`config.mk`:
```
export PLATFORM = sky130hd
export DESIGN_NAME = jtcontra_gfx_romarb_flat
export DESIGN_NICKNAME = d
export VERILOG_FILES = /design/src/rtl/jtcontra_gfx_romarb_if.sv /design/src/rtl/jtcontra_gfx_romarb.sv /design/src/flat_wrapper.sv
export SDC_FILE = /design/constraint.sdc
export NUM_CORES = 1
export LEC_CHECK = 0
export ABC_AREA = 1
export CAP_MARGIN = 20
export CORE_AREA = 5 5 96 121
export CTS_BUF_LIST = sky130_fd_sc_hd__clkbuf_8
export DETAILED_ROUTE_END_ITERATION = 10
export DIE_AREA = 0 0 101 126
export PLACE_DENSITY = 0.9
export SYNTH_ARGS = -nofsm -noshare
export SYNTH_HDL_FRONTEND = slang
export SYNTH_SLANG_ARGS = --single-unit
```
`constraint.sdc`:
```
create_clock -name clk -period 7.77 [get_ports clk]
set_input_delay 1.554 -clock clk [delete_from_list [all_inputs] [get_ports clk]]
set_output_delay 1.554 -clock clk [all_outputs]
set_load 0.1 [all_outputs]
```
`src/rtl/jtcontra_gfx_romarb_if.sv`:
```
// Request/response bundle between the tilemap and sprite fetchers, the graphics ROM
// arbiter and the SDRAM slot. The arbiter uses the slave view, its environment the master view.
interface jtcontra_gfx_romarb_if #(
  parameter int AW = 18,
  parameter int DW = 16
);
  logic [1:0]    gfx_en;
  logic          scr_cs;
  logic [AW-1:0] scr_addr;
  logic          scr_ok;
  logic [DW-1:0] scr_data;
  logic          obj_cs;
  logic [AW-1:0] obj_addr;
  logic          obj_ok;
  logic [DW-1:0] obj_data;
  logic          rom_cs;
  logic [AW-1:0] rom_addr;
  logic          rom_obj_sel;
  logic [DW-1:0] rom_data;
  logic          rom_ok;
  logic          busy;

  modport master (
    output gfx_en, scr_cs, scr_addr, obj_cs, obj_addr, rom_data, rom_ok,
    input  scr_ok, scr_data, obj_ok, obj_data, rom_cs, rom_addr, rom_obj_sel, busy
  );

  modport slave (
    input  gfx_en, scr_cs, scr_addr, obj_cs, obj_addr, rom_data, rom_ok,
    output scr_ok, scr_data, obj_ok, obj_data, rom_cs, rom_addr, rom_obj_sel, busy
  );
endinterface

```
`src/rtl/jtcontra_gfx_romarb.sv`:
```
// Shares one 007121 graphics ROM SDRAM slot between the tilemap (scr) and sprite (obj) fetchers.
// Define JTCONTRA_ROMARB_RR_EN for strict round-robin; default is scr priority with STARVE limit.
module jtcontra_gfx_romarb #(
  parameter int AW     = 18,
  parameter int DW     = 16,
  parameter int STARVE = 4
)(
  input logic rst,
  input logic clk,
  jtcontra_gfx_romarb_if.slave bus
);

  typedef enum logic [1:0] {IDLE, ISSUE, WAIT} state_t;

  state_t        state;
  logic          scr_cs_l, obj_cs_l;
  logic [AW-1:0] scr_addr_l, obj_addr_l;
  logic          scr_pend, obj_pend;
  logic          scr_new, obj_new, scr_pnd, obj_pnd;
  logic          scr_req, obj_req, pick_obj, abort;

`ifdef JTCONTRA_ROMARB_RR_EN
  logic last_obj;
`else
  localparam int            SW         = $clog2(STARVE + 1);
  localparam logic [SW-1:0] STARVE_MAX = SW'(STARVE);
  logic [SW-1:0] starve_cnt;
`endif

  always_comb begin
    // A new request is a cs rising edge or an address change while cs stays high
    scr_new  = bus.scr_cs & (~scr_cs_l | (bus.scr_addr != scr_addr_l));
    obj_new  = bus.obj_cs & (~obj_cs_l | (bus.obj_addr != obj_addr_l));
    scr_pnd  = bus.scr_cs & (scr_pend | scr_new);
    obj_pnd  = bus.obj_cs & (obj_pend | obj_new);
    scr_req  = scr_pnd & bus.gfx_en[0];
    obj_req  = obj_pnd & bus.gfx_en[1];
`ifdef JTCONTRA_ROMARB_RR_EN
    pick_obj = obj_req & (~scr_req | ~last_obj);
`else
    pick_obj = obj_req & (~scr_req | (starve_cnt >= STARVE_MAX));
`endif
    // The winner withdrawing or moving its address invalidates the access in flight
    abort    = bus.rom_obj_sel ? (~bus.obj_cs | obj_new) : (~bus.scr_cs | scr_new);
  end

  always_ff @(posedge clk, posedge rst) begin
    if (rst) begin
      state           <= IDLE;
      scr_cs_l        <= 1'b0;
      obj_cs_l        <= 1'b0;
      scr_addr_l      <= '0;
      obj_addr_l      <= '0;
      scr_pend        <= 1'b0;
      obj_pend        <= 1'b0;
      bus.scr_ok      <= 1'b0;
      bus.scr_data    <= '0;
      bus.obj_ok      <= 1'b0;
      bus.obj_data    <= '0;
      bus.rom_cs      <= 1'b0;
      bus.rom_addr    <= '0;
      bus.rom_obj_sel <= 1'b0;
      bus.busy        <= 1'b0;
`ifdef JTCONTRA_ROMARB_RR_EN
      last_obj        <= 1'b1;
`else
      starve_cnt      <= '0;
`endif
    end else begin
      scr_cs_l   <= bus.scr_cs;
      obj_cs_l   <= bus.obj_cs;
      scr_addr_l <= bus.scr_addr;
      obj_addr_l <= bus.obj_addr;

      // NOTE: non-blocking assignments; a later assignment to the same register in this
      // block takes precedence, so grant/serve updates below override these defaults.
      if (!bus.scr_cs)     scr_pend <= 1'b0;
      else if (scr_new)    scr_pend <= 1'b1;
      if (!bus.obj_cs)     obj_pend <= 1'b0;
      else if (obj_new)    obj_pend <= 1'b1;
      if (!bus.scr_cs || scr_new) bus.scr_ok <= 1'b0;
      if (!bus.obj_cs || obj_new) bus.obj_ok <= 1'b0;

      case (state)
        IDLE: begin
          // Disabled requesters are answered with zeros without touching the SDRAM
          if (scr_pnd && !bus.gfx_en[0]) begin
            bus.scr_ok   <= 1'b1;
            bus.scr_data <= '0;
            scr_pend     <= 1'b0;
          end
          if (obj_pnd && !bus.gfx_en[1]) begin
            bus.obj_ok   <= 1'b1;
            bus.obj_data <= '0;
            obj_pend     <= 1'b0;
          end
          if (scr_req || obj_req) begin
            state           <= ISSUE;
            bus.rom_cs      <= 1'b1;
            bus.busy        <= 1'b1;
            bus.rom_obj_sel <= pick_obj;
            bus.rom_addr    <= pick_obj ? bus.obj_addr : bus.scr_addr;
            if (pick_obj) obj_pend <= 1'b0;
            else          scr_pend <= 1'b0;
`ifdef JTCONTRA_ROMARB_RR_EN
            last_obj <= pick_obj;
`else
            if (pick_obj)     starve_cnt <= '0;
            else if (obj_req) starve_cnt <= starve_cnt + 1'b1;
`endif
          end
        end
        ISSUE, WAIT: begin
          // rom_ok during ISSUE still belongs to the previous address and is ignored
          if (abort || (state == WAIT && bus.rom_ok)) begin
            state           <= IDLE;
            bus.rom_cs      <= 1'b0;
            bus.busy        <= 1'b0;
            bus.rom_obj_sel <= 1'b0;
            if (!abort) begin
              if (bus.rom_obj_sel) begin
                bus.obj_ok   <= 1'b1;
                bus.obj_data <= bus.rom_data;
              end else begin
                bus.scr_ok   <= 1'b1;
                bus.scr_data <= bus.rom_data;
              end
            end
          end else if (state == ISSUE) begin
            state <= WAIT;
          end
        end
        default: state <= IDLE;
      endcase
    end
  end

endmodule

```
`src/flat_wrapper.sv`:
```
// flat-port wrapper written by rule: the top's interface ports become plain ports
module jtcontra_gfx_romarb_flat 
#(
  parameter int AW     = 18,
  parameter int DW     = 16,
  parameter int STARVE = 4
)
  (rst, clk, bus_gfx_en, bus_scr_cs, bus_scr_addr, bus_obj_cs, bus_obj_addr, bus_rom_data, bus_rom_ok, bus_scr_ok, bus_scr_data, bus_obj_ok, bus_obj_data, bus_rom_cs, bus_rom_addr, bus_rom_obj_sel, bus_busy);
  jtcontra_gfx_romarb_if #(.AW(AW), .DW(DW)) bus_i ();
  input logic rst;
  input logic clk;
  input wire logic [$bits(bus_i.gfx_en)-1:0] bus_gfx_en;
  input wire logic [$bits(bus_i.scr_cs)-1:0] bus_scr_cs;
  input wire logic [$bits(bus_i.scr_addr)-1:0] bus_scr_addr;
  input wire logic [$bits(bus_i.obj_cs)-1:0] bus_obj_cs;
  input wire logic [$bits(bus_i.obj_addr)-1:0] bus_obj_addr;
  input wire logic [$bits(bus_i.rom_data)-1:0] bus_rom_data;
  input wire logic [$bits(bus_i.rom_ok)-1:0] bus_rom_ok;
  output wire logic [$bits(bus_i.scr_ok)-1:0] bus_scr_ok;
  output wire logic [$bits(bus_i.scr_data)-1:0] bus_scr_data;
  output wire logic [$bits(bus_i.obj_ok)-1:0] bus_obj_ok;
  output wire logic [$bits(bus_i.obj_data)-1:0] bus_obj_data;
  output wire logic [$bits(bus_i.rom_cs)-1:0] bus_rom_cs;
  output wire logic [$bits(bus_i.rom_addr)-1:0] bus_rom_addr;
  output wire logic [$bits(bus_i.rom_obj_sel)-1:0] bus_rom_obj_sel;
  output wire logic [$bits(bus_i.busy)-1:0] bus_busy;
  assign bus_i.gfx_en = bus_gfx_en;
  assign bus_i.scr_cs = bus_scr_cs;
  assign bus_i.scr_addr = bus_scr_addr;
  assign bus_i.obj_cs = bus_obj_cs;
  assign bus_i.obj_addr = bus_obj_addr;
  assign bus_i.rom_data = bus_rom_data;
  assign bus_i.rom_ok = bus_rom_ok;
  assign bus_scr_ok = bus_i.scr_ok;
  assign bus_scr_data = bus_i.scr_data;
  assign bus_obj_ok = bus_i.obj_ok;
  assign bus_obj_data = bus_i.obj_data;
  assign bus_rom_cs = bus_i.rom_cs;
  assign bus_rom_addr = bus_i.rom_addr;
  assign bus_rom_obj_sel = bus_i.rom_obj_sel;
  assign bus_busy = bus_i.busy;
  jtcontra_gfx_romarb #(.AW(AW), .DW(DW), .STARVE(STARVE)) u_core (.rst(rst), .clk(clk), .bus(bus_i));
endmodule
```
==> key figures <==
Run status
  – Status: complete, no violations

GRT
  – Vias in the first global route: 4489
  – GR peak layer: met2
  – Total GRT Usage: 0.214
  – Pin count of the biggest net entering global routing: 56
  – Met3 Use GR: 0.0459
  – Grt total ovfl: 0
  – First-pass GRT wire length: 21500 um
  – Met2 Use GR: 0.366
  – M1 GR Usage: 0.258
  – Antenna violations before repair: 0

Final layout
  – Final Cell Area: 6500 um2
  – Layout cells sized above 1: 0.0436
  – # diodes: 0
  – P&R area growth vs syn: 29.3%
  – Nets@finish: 860

Timing
  – PnR worst setup slack: 3.67 ns
  – Slew Viols, Final: 0
  – Relative slew slack: 0.306
  – Setup_tns: 0 ns
  – Final min period: 4.10 ns
  – Final setup viols: 0
  – Final worst-path cycle share: 0.528
  – Actual slew at the worst max-slew pin: 1.04 ns
  – Fmax: 0.244 GHz
  – RSZ-0062 raised after global routing: false
  – Hold Fails Final Rpt: 0
  – Clock Skew: 0.0163 ns
  – Hold WS: 0.480 ns

Critical path
  – Reg2Reg Setup Slack: 4.96 ns
  – CP startpoint kind: input pin
  – CP Max Fanout: 38
  – CP Launch Point: bus_scr_addr[11]
  – Setup CP Type: in -> reg
  – WP data arrival: 4.42 ns
  – FF-to-FF End: u_core.bus.scr_data[6]$_DFFE_PP0P_
  – RR Startpoint: u_core.state[0]$_DFFE_PP0P_
  – Critical Path RT: 8.09 ns
  – Reg2Reg Depth: 6
  – Worst setup EP type: flip-flop

Floorplanning
  – Die extent in y: 126 um
  – Die area: 12700 um2
  – Top-Level Pins: 114
  – Die width: 101 um
  – Initial Util: 0.485
  – Core region area: 10400 um2
  – Std cell rows: 42

Placed design
  – DP Worst Slack: 3.29 ns
  – I/O Buffers: 113
  – DP HPWL: 9600 um
  – Placed cell area: 6210 um2
  – RePlAce Congestion: 0.916

Clocking
  – H-Tree Depth: 3
  – Clock Tree Buf Depth: 2
  – CTS tree: built
  – Setup Buffers After CTS: 0
  – Latest clock arrival within the worst-skew pair: 0.38 ns
  – CTS Hold Bufs: 0
  – CTS Root Cell: clkbuf_8
  – Post-cts sizing count: 0
  – Clock transition at path regs: 0.10 ns
  – Total CTS buffers: 9
  – Num Clock Sinks: 99

Yosys
  – Total of warnings raised by yosys: 0
  – Avg Inst Size Synth: 7.24 um2
  – Leading area contributor after synthesis: dfrtp_1
  – Syn nets: 757
  – Synth async-reset ratio: 1.00
  – Post-Syn Area: 5030 um2
  – Synth top area share: 0.493
  – Distinct cells, synth: 24
  – Post-Synthesis Cells: 694
  – Yosys reg bits: 99
  – Post-synth EDFFs: 0
  – Sequential-to-total area share from yosys stat: 0.493
  – Main synth FF type: dfrtp_1
  – Synth top area cells: dfrtp_1, nand2_1, inv_1
  – Top cells by count, synth: nand2_1, inv_1, dfrtp_1, nand3_1, nand4_1
  – Top-count cell post-synth: nand2_1

Route
  – DRT iter0 DRCs: 320
  – Final wirelength: 13200 um
  – DRC violations left: 0
  – Via/cell ratio: 4.99
  – DRT Pass-1 Iters: 5
  – Vias after detailed routing: 4660
  – Drt wl/cell: 14.1 um
  – Antenna Nets Post-Route: 0

Min path
  – Hold endpoint: u_core.bus.obj_data[4]$_DFFE_PP0P_
  – Depth of the worst hold-timing path: 2
  – Hold Path Class: reg -> reg
  – Hold_sp: u_core.bus.obj_data[4]$_DFFE_PP0P_

Pwr
  – Worst VDD drop: 307 uV
  – Leak pwr: 3.60 nW
  – Power Density: 400 nW/um2
  – Power Total: 2.60 mW

Job
  – Maxcap violations: 0
-- power by group --
part | internal, mW | switching, mW | leakage (nW)
Clock | 0.233 | 0.191 | 0.130
Sequential | 0.643 | 0.0819 | 1.23
Combinational | 0.317 | 1.13 | 2.24
Total | 1.19 | 1.41 | 3.60
-- kinds of logic (layout without fill, tap and decap cells) --
group / count (synthesis) / after routing / synth area share
DFF: 99 / 99 / 0.493
AOI/OAI and AO/OA: 13 / 13 / 0.0144
buffers and inverters: 144 / 252 / 0.115
adders and majority gates: 4 / 4 / 0.00996
xor gates and xnor gates: 4 / 4 / 0.00697
and+or+nand+nor: 430 / 430 / 0.361
-- critical path, stage by stage --
cell	delay, ns
clkdlybuf4s50_1	0.53
inv_1	0.09
a21oi_1	0.14
nand2_1	0.07
nor2_1	0.10
nand3_1	0.07
nor2_1	0.22
nand3_1	0.16
nand2_1	0.13
nand3_2	0.59
nand3_2	0.56
nand2_1	0.10
nand2_1	0.08
-- per-layer routing --
| layer | routed length [um] | vias to the layer above |
|---|---|---|
| met4 | 369 | 0 |
| met2 | 6720 | 196 |
| met5 | 0 | - |
| met1 | 5130 | 2118 |
| li1 | - | 2318 |
| met3 | 963 | 28 |
-- through the flow --
step / utilization / std cells
global placement: 0.600 / 917
floorplan: - / 694
finish: 0.628 / 934
detailed placement: 0.600 / 917
global route: 0.628 / 934
CTS: 0.625 / 933
-- flip-flops by register name, indices dropped and copies added (netlist names) --
signal and cells:
u_core.obj_addr_l 18, u_core.obj_cs_l 1, u_core.obj_pend 1, u_core.state 2
u_core.scr_pend 1, u_core.bus.obj_ok 1, u_core.bus.scr_data 16, u_core.bus.scr_ok 1
u_core.bus.rom_obj_sel 1, u_core.scr_cs_l 1, u_core.bus.obj_data 16, u_core.bus.rom_cs 1
u_core.starve_cnt 3, u_core.bus.rom_addr 18, u_core.scr_addr_l 18
-- worst max path at each step --
stage / end / depth (start not counted)
global route: u_core.bus.scr_data[6]$_DFFE_PP0P_ / 13
CTS: u_core.bus.scr_data[6]$_DFFE_PP0P_ / 15
global placement: u_core.bus.scr_data[7]$_DFFE_PP0P_ / 15
finish: u_core.bus.scr_data[6]$_DFFE_PP0P_ / 13
detailed placement: u_core.bus.scr_data[6]$_DFFE_PP0P_ / 15
floorplan: u_core.bus.obj_data[0]$_DFFE_PP0P_ / 1
-- cells in the final DEF (no fill, tap or decap), types with 3 or more instances in the layout --
master,instances
nor3_1,3
inv_2,9
bufinv_16,3
nand3_1,53
clkbuf_8,11
a21oi_1,3
nor2_1,34
clkdlybuf4s50_1,113
inv_1,111
xnor2_1,3
o21ai_0,7
ha_1,4
dfrtp_1,99
nand2_1,295
nand4_1,38
-- final cells by class --
type | count | area [um2]
Clock buffer | 11 | 151
Clock inverter | 5 | 108
Fill cell | 854 | 3850
Inverter | 121 | 457
Multi-Input combinational cell | 451 | 1970
Sequential cell | 99 | 2480
Tap cell | 132 | 165
Timing Repair Buffer | 115 | 1170
Power figures use the tool's default switching activity.
